<file path="config.mk">
export PLATFORM = sky130hd
export DESIGN_NAME = uart_rx_ovs
export DESIGN_NICKNAME = d
export VERILOG_FILES = /design/src/rtl/uart_pkg.sv /design/src/rtl/uart_baud_ovs.sv /design/src/rtl/uart_rx_ovs.sv
export SDC_FILE = /design/constraint.sdc
export NUM_CORES = 1
export LEC_CHECK = 0
export CAP_MARGIN = 10
export CELL_PAD_IN_SITES_DETAIL_PLACEMENT = 1
export CELL_PAD_IN_SITES_GLOBAL_PLACEMENT = 1
export CORE_ASPECT_RATIO = 0.6
export CORE_MARGIN = 1.5
export CORE_UTILIZATION = 47
export CTS_CLUSTER_DIAMETER = 30
export DETAILED_ROUTE_END_ITERATION = 7
export PLACE_DENSITY = 0.81
export SYNTH_ARGS = -nofsm -noshare
export SYNTH_HDL_FRONTEND = slang
export SYNTH_SLANG_ARGS = --single-unit
</file>
<file path="constraint.sdc">
create_clock -name clk -period 2.8 [get_ports clk]
set_input_delay 0.7 -clock clk [delete_from_list [all_inputs] [get_ports clk]]
set_output_delay 0.7 -clock clk [all_outputs]
set_load 0.05 [all_outputs]
</file>
<file path="src/rtl/uart_pkg.sv">
// uart_pkg: shared definitions for the UART blocks
//   uart_state_t  receiver FSM encoding
//   PAR_*         parity-mode constants
//   calc_div      clock cycles per oversample tick
package uart_pkg;

    typedef enum logic [2:0] {IDLE, START, DATA, PARITY, STOP} uart_state_t;

    localparam int PAR_NONE = 0;
    localparam int PAR_EVEN = 1;
    localparam int PAR_ODD  = 2;

    function automatic int calc_div(input int clk_hz, input int baud, input int ovs);
        return clk_hz / (baud * ovs);
    endfunction

endpackage

</file>
<file path="src/rtl/uart_baud_ovs.sv">
// uart_baud_ovs: oversample tick generator
//   clk    clock
//   reset  synchronous, active-low reset
//   clr    synchronous clear, holds the counter at 0
//   ost    one-cycle pulse when the 0..DIV-1 counter wraps
module uart_baud_ovs #(
    parameter int DIV = 1
) (
    input  logic clk,
    input  logic reset,
    input  logic clr,
    output logic ost
);

    localparam int W = (DIV > 1) ? $clog2(DIV) : 1;

    logic [W-1:0] cnt_q;
    logic         wrap;

    assign wrap = (cnt_q == W'(DIV - 1));
    assign ost  = wrap & ~clr;

    always_ff @(posedge clk) begin
        if (!reset || clr) cnt_q <= '0;
        else cnt_q <= wrap ? '0 : cnt_q + 1'b1;
    end

endmodule

</file>
<file path="src/rtl/uart_rx_ovs.sv">
// uart_rx_ovs: oversampling UART receiver with majority vote and valid/ready output
//   clk, reset          clock, synchronous active-low reset
//   rxd                 asynchronous serial line, idle high
//   rx_data/perr/ferr   presented frame and its error flags
//   rx_valid, rx_ready  frame handshake
//   overrun             one-cycle pulse when a frame is dropped
//   busy                frame reception in progress
module uart_rx_ovs
    import uart_pkg::*;
#(
    parameter int CLK_HZ      = 50_000_000,
    parameter int BAUD        = 115200,
    parameter int OVS         = 16,
    parameter int DATA_BITS   = 8,
    parameter int PARITY_MODE = 0,
    parameter int STOP_BITS   = 1
) (
    input  logic                 clk,
    input  logic                 reset,
    input  logic                 rxd,
    output logic [DATA_BITS-1:0] rx_data,
    output logic                 rx_valid,
    input  logic                 rx_ready,
    output logic                 rx_perr,
    output logic                 rx_ferr,
    output logic                 overrun,
    output logic                 busy
);

    localparam int DIV = calc_div(CLK_HZ, BAUD, OVS);
    localparam int MID = OVS / 2;
    localparam int SW  = $clog2(OVS);

    if (OVS < 8 || OVS % 2 != 0 || DIV < 1 || DATA_BITS < 5 || DATA_BITS > 9 ||
        (PARITY_MODE != PAR_NONE && PARITY_MODE != PAR_EVEN && PARITY_MODE != PAR_ODD) ||
        STOP_BITS < 1 || STOP_BITS > 2) begin : g_param_check
        $error("uart_rx_ovs: parameter out of range");
    end

    uart_state_t          state_q;
    logic [1:0]           sync_q;
    logic [SW-1:0]        sc_q;
    logic [3:0]           bc_q;
    logic                 s0_q, s1_q, arm_q;
    logic [DATA_BITS-1:0] shift_q;
    logic                 par_err_q, frm_err_q;
    logic [DATA_BITS-1:0] rx_data_q;
    logic                 rx_valid_q, rx_perr_q, rx_ferr_q, overrun_q, busy_q;
    logic                 rxd_s, ost, maj, vote, bit_end, last_stop, ferr_n, accept;

    uart_baud_ovs #(.DIV(DIV)) u_baud (
        .clk   (clk),
        .reset (reset),
        .clr   (state_q == IDLE),
        .ost   (ost)
    );

    assign rxd_s     = sync_q[1];
    // third vote sample is the live line at sc = MID+1
    assign maj       = (s0_q & s1_q) | (s0_q & rxd_s) | (s1_q & rxd_s);
    assign vote      = ost && sc_q == SW'(MID + 1);
    assign bit_end   = ost && sc_q == SW'(OVS - 1);
    // leave at the vote point of the last stop bit so a back-to-back start edge is caught
    assign last_stop = state_q == STOP && vote && bc_q == 4'(STOP_BITS - 1);
    assign ferr_n    = frm_err_q | ~maj;
    assign accept    = !rx_valid_q || rx_ready;

    assign rx_data  = rx_data_q;
    assign rx_valid = rx_valid_q;
    assign rx_perr  = rx_perr_q;
    assign rx_ferr  = rx_ferr_q;
    assign overrun  = overrun_q;
    assign busy     = busy_q;

    always_ff @(posedge clk) begin
        if (!reset) begin
            sync_q     <= 2'b11;
            state_q    <= IDLE;
            sc_q       <= '0;
            bc_q       <= '0;
            s0_q       <= 1'b0;
            s1_q       <= 1'b0;
            arm_q      <= 1'b0;
            shift_q    <= '0;
            par_err_q  <= 1'b0;
            frm_err_q  <= 1'b0;
            rx_data_q  <= '0;
            rx_valid_q <= 1'b0;
            rx_perr_q  <= 1'b0;
            rx_ferr_q  <= 1'b0;
            overrun_q  <= 1'b0;
            busy_q     <= 1'b0;
        end else begin
            sync_q    <= {sync_q[0], rxd};
            overrun_q <= 1'b0;
            if (rx_valid_q && rx_ready) rx_valid_q <= 1'b0;
            if (ost) sc_q <= bit_end ? '0 : sc_q + 1'b1;
            if (ost && sc_q == SW'(MID - 1)) s0_q <= rxd_s;
            if (ost && sc_q == SW'(MID)) s1_q <= rxd_s;
            case (state_q)
                IDLE: begin
                    // arm_q keeps a held-low line (break) from starting another frame
                    if (rxd_s) arm_q <= 1'b1;
                    else if (arm_q) begin
                        state_q   <= START;
                        busy_q    <= 1'b1;
                        bc_q      <= '0;
                        par_err_q <= 1'b0;
                        frm_err_q <= 1'b0;
                    end
                end
                START: begin
                    if (vote && maj) begin
                        state_q <= IDLE;
                        busy_q  <= 1'b0;
                        sc_q    <= '0;
                    end else if (bit_end) state_q <= DATA;
                end
                DATA: begin
                    if (vote) shift_q <= {maj, shift_q[DATA_BITS-1:1]};
                    if (bit_end) begin
                        bc_q <= (bc_q == 4'(DATA_BITS - 1)) ? '0 : bc_q + 1'b1;
                        if (bc_q == 4'(DATA_BITS - 1)) state_q <= (PARITY_MODE != PAR_NONE) ? PARITY : STOP;
                    end
                end
                PARITY: begin
                    if (vote) par_err_q <= (^shift_q ^ maj) != (PARITY_MODE == PAR_ODD);
                    if (bit_end) state_q <= STOP;
                end
                STOP: begin
                    if (vote) frm_err_q <= ferr_n;
                    if (last_stop) begin
                        state_q <= IDLE;
                        busy_q  <= 1'b0;
                        arm_q   <= 1'b0;
                        sc_q    <= '0;
                    end else if (bit_end) bc_q <= bc_q + 1'b1;
                end
                default: state_q <= IDLE;
            endcase
            if (last_stop) begin
                if (accept) begin
                    rx_data_q  <= shift_q;
                    rx_perr_q  <= par_err_q;
                    rx_ferr_q  <= ferr_n;
                    rx_valid_q <= 1'b1;
                end else overrun_q <= 1'b1;
            end
        end
    end

endmodule

</file>
==> results.toml <==
[cells_and_area]
final_common_cell = "dfxtp_1"
n_antenna_cell = 0
drive_above_1_share = 0.0840
seqCellArea_um2 = 881
multi_input_area_um2 = 1160
fillers = 495
layout_common_cells = "dfxtp_1 (44), nand2_1 (43), a21boi_1 (18)"
nets = 261
areaGrowthSynthToFinish_pct = 11.5
stdcell_area_um2 = 2410
layout.cells.non_filler = 310

[critical_path]
regToRegSetupSlack_ps = 700
start_kind = "flop"
cp-end-kind = "output port"
required_ps = 2100
critPathMaxFanout = 2
critPathBufInv = 1
arrival_ps = 1480
max_stage_delay_ps = 810
cp_slowest_cell = "clkdlybuf4s50_1"
crit_type = "flop to output port"
cp_cell_sequence = "clkdlybuf4s50_1"
cp_top_family = "buffers and inverters"

[timing]
tightest_slew_ps = 593
period_minus_slack_ps = 2180
finalSetupTns_ps = 0
setup_viol = 0
fmax_mhz = 459
period_share = 0.778
hold_viol = 0
rsz0062_at_grt = "no"
setup_ws_ps = 621
slew_violations = 0
finalClockSkew_ps = 4.53
slew_headroom = 0.602

[power_and_ir_drop]
switchingPower_uw = 236
comb_power_share = 0.032
seqPwrFrac = 0.603
p_int_uw = 814
p_per_area_nw_per_um2 = 436
clkPwrFrac = 0.365
p_sw_frac = 0.224
p_leak_uw = 0.000887
peakVddDrop_v = 0.000244

[floorplanning]
chipHeight_um = 55.5
dieArea_um2 = 5030
pin_count = 17
num_rows = 18
fp.dieW_um = 90.5
core_um2 = 4260
initial_core_util = 0.508

[yosys]
ys_seq_elements = 44
async_flop_share = 0
synth_fp_nets = 249
ys.flop_type = "dfxtp_1"
synthDistinctLibCells = 56
synth_top_area_share = 0.408
synth_top_area_cell = "dfxtp_1"
synth_area_per_cell_um2 = 9.08
synth_edf_count = 0
yosys_warnings = 0
netlist_area_um2 = 2160
ys_top_cells_by_area = "dfxtp_1 (41%), nand2_1 (7.5%), a21boi_1 (6.3%)"
syn_inst = 238
ys_seq_area_frac = 0.408

[clocking]
h-tree-depth = 2
clkLatencyLatePin_ps = 300
cts.repair.resized = 0
cts.sinks = 44
clk_path_buf_depth = 2
clk_pin_slew_ps = 80
cts_setup_buffers = 0
cts_made_buffers = 5
ctsHoldBuffers = 0
cts_tree = "done"
cts-root-buf = "clkbuf_8"

[placement]
place.gp.congestion = 0.768
place_inst = 303
pre_cts_slack_ps = 719
dpl_cell_area_um2 = 2330
dp_hpwl_um = 3610
port_buffers = 16

[detailed_routing]
first_pass_iters = 4
met3_length_um = 138
drtAntennaViolNets = 0
drt_drc_violations_left = 0
wl_per_cell_um = 15.4
wirelength_um = 4790
via_per_inst = 5.29
drt-met1-wl_um = 2670
top_layer = "met4"
drt_iter0_drc = 41
vias = 1641
wl_met2_um = 1930

[grt]
groute.usage.overall = 0.208
antenna_found_initial = 0
grt-ovfl-total = 0
first_global_vias = 1652
grt_max_degree = 34
grt_pass1_wl_um = 8240

[run_status]
status = "finished, final reports clean"

[job]
max_cap_violations = 0

[min_path]
hold_class = "flop to flop"
-- flip-flops by register name (all words and copies together), names as in the netlist, 2 cells and up --
signal,flops
sc_q,4
state_q,3
shift_q,8
bc_q,4
sync_q,2
rx_data,8
u_baud.cnt_q,5
-- power by group through the flow --
| stage | Clock [µW] | Combinational (µW) | Sequential, µW |
|---|---|---|---|
| 4_1_cts | 395 | 34.1 | 633 |
| 5_1_grt | 427 | 36.5 | 634 |
| 2_1_floorplan | 0 | 21.7 | 647 |
| 3_3_place_gp | 0 | 33.5 | 648 |
| 6_report | 383 | 33.6 | 633 |
| 3_5_place_dp | 0 | 33.8 | 648 |
-- per-layer routing --
metal,GRT usage,vias up
met4,0.0544,0
met1,0.310,783
met2,0.301,19
met5,0,-
li1,-,833
met3,0.0455,6
-- cell families (layout without fill, tap and decap cells) --
group,after synthesis,in the layout,synth area share
AO/OA/AOI/OAI,48,48,0.153
buffers and inverters,20,32,0.0550
XOR/XNOR,11,11,0.0510
adder cells (fa/ha/maj),8,8,0.0452
AND/OR/NAND/NOR,105,105,0.279
flip-flops,44,44,0.408
multiplexers,2,2,0.00926
-- final timing paths --
path,start,to,cells past startpoint
max,rx_data[6],rx_data[6],1
min,sync_q[0],sync_q[1],1
max reg2reg,bc_q[0],rx_data[7],7
min reg2reg,sync_q[0],sync_q[1],1
-- final cells by class --
| cell class | count | share of cell area |
|---|---|---|
| Clock buffer | 5 | 0.0286 |
| Clock inverter | 2 | 0.00519 |
| Inverter | 8 | 0.0125 |
| Multi-Input combinational cell | 174 | 0.482 |
| Sequential cell | 44 | 0.366 |
| Tap cell | 60 | 0.0312 |
| Timing Repair Buffer | 17 | 0.0748 |
-- per-stage QoR --
| stage | hold slack, ps | util | total power, µW |
|---|---|---|---|
| 2_1_floorplan | 386 | - | 669 |
| 4_1_cts | 431 | 0.566 | 1060 |
| 5_1_grt | 453 | 0.566 | 1100 |
| 3_5_place_dp | 412 | 0.547 | 682 |
| 3_3_place_gp | 389 | 0.547 | 681 |
| 6_report | 428 | 0.566 | 1050 |
-- synthesized netlist by cell type, types with 2 or more instances --
cell,count
dfxtp_1,44
nand3_1,7
xor2_1,3
or3b_4,2
nor2b_1,6
nor2_1,14
nor3_1,4
a21oi_1,7
clkbuf_1,4
o21a_1,2
and2_1,2
a21boi_1,18
o31ai_1,2
mux2i_1,2
o21ai_1,2
xnor2_1,7
buf_6,4
nand2b_1,4
a21boi_0,2
nand2_1,43
nor3b_2,2
o21ai_0,4
inv_1,8
ha_1,7
nor3b_1,3
o22ai_1,3
nand4b_1,2
a31oi_1,2
Note: power is estimated with default switching activity, not from simulation.
